## src/rtl/wash_phase_timer.sv

```systemverilog
// Wash-phase interval timer: times fill/soap/rinse/drain/spin intervals in prescaled ticks.
// Optional: WASH_TIMER_DOOR_PAUSE_EN freezes counting in RUN while the door is open.
module wash_phase_timer #(
    parameter int unsigned PRESCALE    = 1000,
    parameter int unsigned FILL_TICKS  = 20,
    parameter int unsigned SOAP_TICKS  = 60,
    parameter int unsigned RINSE_TICKS = 40,
    parameter int unsigned DRAIN_TICKS = 15,
    parameter int unsigned SPIN_TICKS  = 30
) (
    input  logic        clk,
    input  logic        reset,
    input  logic        fill_value_on,
    input  logic        motor_on,
    input  logic        soap_wash,
    input  logic        water_wash,
    input  logic        drain_value_on,
    input  logic        spin_req,
    input  logic        door_close,
    output logic        filled,
    output logic        cycle_timeout,
    output logic        drained,
    output logic        spin_timeout,
    output logic        busy,
    output logic        fault,
    output logic [15:0] remaining
);
    localparam int PW = (PRESCALE > 1) ? $clog2(PRESCALE) : 1;
    localparam logic [PW-1:0] PRE_LAST = PW'(PRESCALE - 1);

    typedef enum logic [1:0] {IDLE, RUN, HOLD, FAULT} state_t;
    typedef enum logic [2:0] {K_FILL, K_SOAP, K_RINSE, K_DRAIN, K_SPIN} kind_t;

    state_t        state;
    kind_t         kind;
    kind_t         new_kind;
    logic [PW-1:0] presc;
    logic          pend;
    logic [4:0]    req;
    logic          conflict;
    logic          tick_en;

    function automatic logic [15:0] load_ticks(input kind_t k);
        int unsigned t;
        case (k)
            K_FILL:  t = FILL_TICKS;
            K_SOAP:  t = SOAP_TICKS;
            K_RINSE: t = RINSE_TICKS;
            K_DRAIN: t = DRAIN_TICKS;
            default: t = SPIN_TICKS;
        endcase
        return (t == 0) ? 16'd1 : 16'(t);
    endfunction

    // Bit index of req matches the kind_t encoding.
    assign req = {spin_req, drain_value_on, motor_on & water_wash,
                  motor_on & soap_wash, fill_value_on};
    assign conflict = ($countones(req) > 1) || (motor_on && (soap_wash == water_wash));

    always_comb begin
        new_kind = K_FILL;
        for (int i = 4; i >= 0; i--)
            if (req[i]) new_kind = kind_t'(3'(i));
    end

`ifdef WASH_TIMER_DOOR_PAUSE_EN
    assign tick_en = door_close;
`else
    logic door_unused;
    assign door_unused = door_close;
    assign tick_en = 1'b1;
`endif

    always_ff @(posedge clk) begin
        if (!reset) begin
            state         <= IDLE;
            kind          <= K_FILL;
            presc         <= '0;
            remaining     <= '0;
            pend          <= 1'b0;
            filled        <= 1'b0;
            cycle_timeout <= 1'b0;
            drained       <= 1'b0;
            spin_timeout  <= 1'b0;
            busy          <= 1'b0;
            fault         <= 1'b0;
        end else begin
            filled        <= 1'b0;
            cycle_timeout <= 1'b0;
            drained       <= 1'b0;
            spin_timeout  <= 1'b0;
            pend          <= 1'b0;
            // Expiry pulse lands one cycle after remaining reaches zero.
            if (pend) begin
                case (kind)
                    K_FILL:          filled        <= 1'b1;
                    K_SOAP, K_RINSE: cycle_timeout <= 1'b1;
                    K_DRAIN:         drained       <= 1'b1;
                    default:         spin_timeout  <= 1'b1;
                endcase
            end
            case (state)
                IDLE: begin
                    remaining <= '0;
                    presc     <= '0;
                    if (conflict) begin
                        state <= FAULT;
                        fault <= 1'b1;
                    end else if (req != '0) begin
                        kind      <= new_kind;
                        remaining <= load_ticks(new_kind);
                        state     <= RUN;
                        busy      <= 1'b1;
                    end
                end
                RUN: begin
                    if (conflict) begin
                        state <= FAULT;
                        fault <= 1'b1;
                        busy  <= 1'b0;
                    end else if (!req[kind]) begin
                        state     <= IDLE;
                        busy      <= 1'b0;
                        remaining <= '0;
                        presc     <= '0;
                    end else if (tick_en) begin
                        if (presc == PRE_LAST) begin
                            presc     <= '0;
                            remaining <= remaining - 16'd1;
                            if (remaining == 16'd1) begin
                                state <= HOLD;
                                busy  <= 1'b0;
                                pend  <= 1'b1;
                            end
                        end else begin
                            presc <= presc + 1'b1;
                        end
                    end
                end
                HOLD: begin
                    if (!req[kind]) state <= IDLE;
                end
                default: ;
            endcase
        end
    end
endmodule

```

## config.mk

```make
export PLATFORM = sky130hd
export DESIGN_NAME = wash_phase_timer
export DESIGN_NICKNAME = d
export VERILOG_FILES = /design/src/rtl/wash_phase_timer.sv
export SDC_FILE = /design/constraint.sdc
export NUM_CORES = 1
export LEC_CHECK = 0
export CORE_UTILIZATION = 55
export CTS_BUF_LIST = sky130_fd_sc_hd__clkbuf_4
export DETAILED_ROUTE_END_ITERATION = 10
export GPL_TIMING_DRIVEN = 0
export PLACE_DENSITY = 0.81
export SETUP_SLACK_MARGIN = 0.05
export SLEW_MARGIN = 20
export SYNTH_ARGS = -nofsm -noshare
export SYNTH_HDL_FRONTEND = slang
export SYNTH_SLANG_ARGS = --single-unit
```

## constraint.sdc

```tcl
create_clock -name clk -period 3.03 [get_ports clk]
set_clock_uncertainty 0.15 [all_clocks]
set_input_delay 0.606 -clock clk [delete_from_list [all_inputs] [get_ports clk]]
set_output_delay 0.606 -clock clk [all_outputs]
set_load 0.05 [all_outputs]
```

==> impl_metrics.json <==
{
  "status": "finished clean",
  "grt_overflow_total": 0,
  "cpMaxStageDelayCell": "fa_1",
  "max_slew.worst_pin.slew_ns": 0.531,
  "viasPerCell": 5.72,
  "most-common-layout-cells": "38 x dfxtp_1, 33 x nor2_1, 24 x clkdlybuf4s50_1, 17 x nand2_1, 13 x xor2_1",
  "cp_cell_sequence": "clkbuf_2 -> nand2_1 -> inv_2 -> fa_1 -> ha_1 -> a211oi_2 -> o21ai_2 -> a21oi_2 -> buf_6 -> o211ai_2 -> or3_1 -> a21oi_1",
  "synth_flop_cell": "dfxtp_1",
  "fin_util": 0.698,
  "startpoint": "motor_on",
  "area_delta_synth_final_pct": 20.5,
  "final_common_cell": "dfxtp_1",
  "yosys_warnings": 0,
  "setup_viol": 0,
  "ios": 31,
  "grt_pass1_vias": 1852,
  "clockBufferDepth": 2,
  "start_util": 0.579,
  "final_cells": 339,
  "critPathTopFamily": "compound AO/OA/AOI/OAI gates",
  "cts_root_buf": "clkbuf_4",
  "max-vdd-ir-drop_mv": 0.920,
  "cp.required_ns": 3.16,
  "io_buffers": 28,
  "grt_usage": 0.257,
  "die_h_um": 64.3,
  "crit_buf_inv": 3,
  "grt_max_degree": 11,
  "postSynthAreaPerCell_um2": 8.51,
  "antenna_cells": 0,
  "dr.pass1.iters": 4,
  "num_vias": 1939,
  "finalCritPeriodShare": 0.931,
  "drc": 0,
  "syn_nets": 269,
  "yosysSeqAreaShare": 0.356,
  "relSlewSlack": 0.645,
  "hp-start": "remaining[6]",
  "antenna_found_initial": 0,
  "place.gp.congestion": 0.886,
  "min_path_type": "reg2reg",
  "cts_tree": "built",
  "path_clk_slew_ns": 0.10,
  "leakage_uw": 0.000997,
  "clkSinkCount": 38,
  "whs_endpoint": "remaining[6]",
  "coreArea_um2": 3690,
  "fmax_mhz": 355,
  "cts_buffers": 5,
  "rows": 22,
  "power_density_nw_per_um2": 1020,
  "r2r-end": "state[1]",
  "rsz0062_at_grt": "no",
  "die_w_um": 64.3,
  "drt_iter0_markers": 132,
  "antenna_left": 0,
  "r2r_start": "state[1]",
  "fin_crit_ns": 2.82,
  "max_stage_delay_ns": 0.43,
  "worstPathArrival_ns": 2.95,
  "synth_edf_count": 0,
  "fill_cells": 329,
  "htreeDepth": 2,
  "grt_pass1_wl_um": 8240,
  "clock_latency_ns": 0.36,
  "critPathMaxFanout": 7,
  "reg2reg_slack_ns": 0.71,
  "post_drt_wl_per_cell_um": 14.0,
  "yosysUniqueCellTypes": 49,
  "fin_nets": 309,
  "cp-start-kind": "input port",
  "fp.dieArea_um2": 4140,
  "finalMaxSlewViolations": 0,
  "postCtsHoldBufs": 0,
  "async_flop_share": 0,
  "wirelength_um": 4750,
  "critPathCaptureType": "flip-flop",
  "synthCells": 251,
  "crit_type": "in2reg",
  "dp_hpwl_um": 3370,
  "holdPathStages": 2,
  "place_inst": 327,
  "ys_ff_latch": 38,
  "final_layout_size_suffix_gt1_frac": 0.148,
  "maxCapViolCount": 0,
  "r2r_cells": 9,
  "finalHoldViolCount": 0,
  "netlist_area_um2": 2140
}
## cell usage after synthesis (3+ instances only)
cell type,n,area share
a21boi_0,4,0.014
and3_1,6,0.018
nor3_1,10,0.023
o2111ai_1,7,0.029
buf_6,3,0.016
nor2_1,33,0.058
xnor2_1,5,0.020
a21oi_1,12,0.028
nand3_1,6,0.014
nor4_1,3,0.0088
nor2b_1,3,0.0088
dfxtp_1,38,0.36
buf_2,5,0.012
xor2_1,13,0.053
o21ai_0,12,0.028
o21a_1,4,0.014
ha_1,8,0.047
nand4_1,7,0.020
nand2_1,19,0.033
inv_1,12,0.021
## repair_timing
action	in CTS	in global routing
pin swaps	3	4
endpoints found under the setup margin	32	30
resized for setup	10	8
setup buffers	5	0
cloned	0	0
## metal layers
| layer | vias to the layer above | GRT usage | wire, um |
|---|---|---|---|
| li1 | 972 | - | - |
| met1 | 904 | 0.307 | 2150 |
| met2 | 51 | 0.441 | 2280 |
| met3 | 12 | 0.0589 | 212 |
| met4 | 0 | 0.106 | 110 |
| met5 | - | 0 | 0 |
## where the power goes
group | switching [uW] | internal (uW)
registers | 119 | 607
clock network | 163 | 105
logic | 988 | 634
## sequential cells by signal (all words and copies together), names as in the netlist
name / flops
presc: 10
pend: 1
drained: 1
filled: 1
remaining: 16
spin_timeout: 1
state: 2
kind: 3
cycle_timeout: 1
busy: 1
fault: 1
## cells by family (layout without fill, tap and decap cells)
family | Yosys count | in the layout | share of synthesized area
multiplexers | 2 | 2 | 0.00937
XOR/XNOR | 18 | 18 | 0.0738
adder cells (fa/ha/maj) | 9 | 9 | 0.0562
flip-flops | 38 | 38 | 0.356
buffers and inverters | 24 | 64 | 0.0621
AO/OA/AOI/OAI | 56 | 56 | 0.186
AND/OR/NAND/NOR | 104 | 104 | 0.256
## area by class of cell
| type | instances | area, um2 | area share |
|---|---|---|---|
| Multi-Input combinational cell | 189 | 1260 | 0.491 |
| Timing Repair Buffer | 33 | 302 | 0.117 |
| Buffer | 12 | 91.3 | 0.0355 |
| Inverter | 12 | 45.0 | 0.0175 |
| Tap cell | 48 | 60.1 | 0.0233 |
| Clock buffer | 7 | 52.6 | 0.0204 |
| Sequential cell | 38 | 761 | 0.295 |
## metrics by stage
| stage | hold slack (ns) | worst slack (ns) | total power (uW) | TNS, ns | instance area [um2] |
|---|---|---|---|---|---|
| 6_report | 0.346 | 0.210 | 2620 | 0 | 2570 |
| 5_1_grt | 0.364 | 0.119 | 2790 | 0 | 2570 |
| 4_1_cts | 0.350 | 0.0703 | 2610 | 0 | 2580 |
| 3_5_place_dp | 0.332 | -0.766 | 2260 | -20.23 | 2480 |
| 3_3_place_gp | 0.325 | -0.716 | 2240 | -18.89 | 2480 |
| 2_1_floorplan | 0.308 | 0.156 | 1870 | 0 | 2140 |
## worst max-delay path by stage
stage,endpoint,slack [ns],cells after the start
2_1_floorplan,remaining[1],0.16,11
5_1_grt,remaining[15],0.12,13
3_3_place_gp,remaining[14],-0.72,13
3_5_place_dp,remaining[15],-0.77,13
4_1_cts,state[1],0.07,11
6_report,remaining[11],0.21,12
## worst min-delay path, cell delays in order (launching register included)
cell,delay (ns)
dfxtp_1,0.35
o41ai_2,0.06
a21oi_1,0.05
Note: power is estimated with default switching activity, not from simulation.
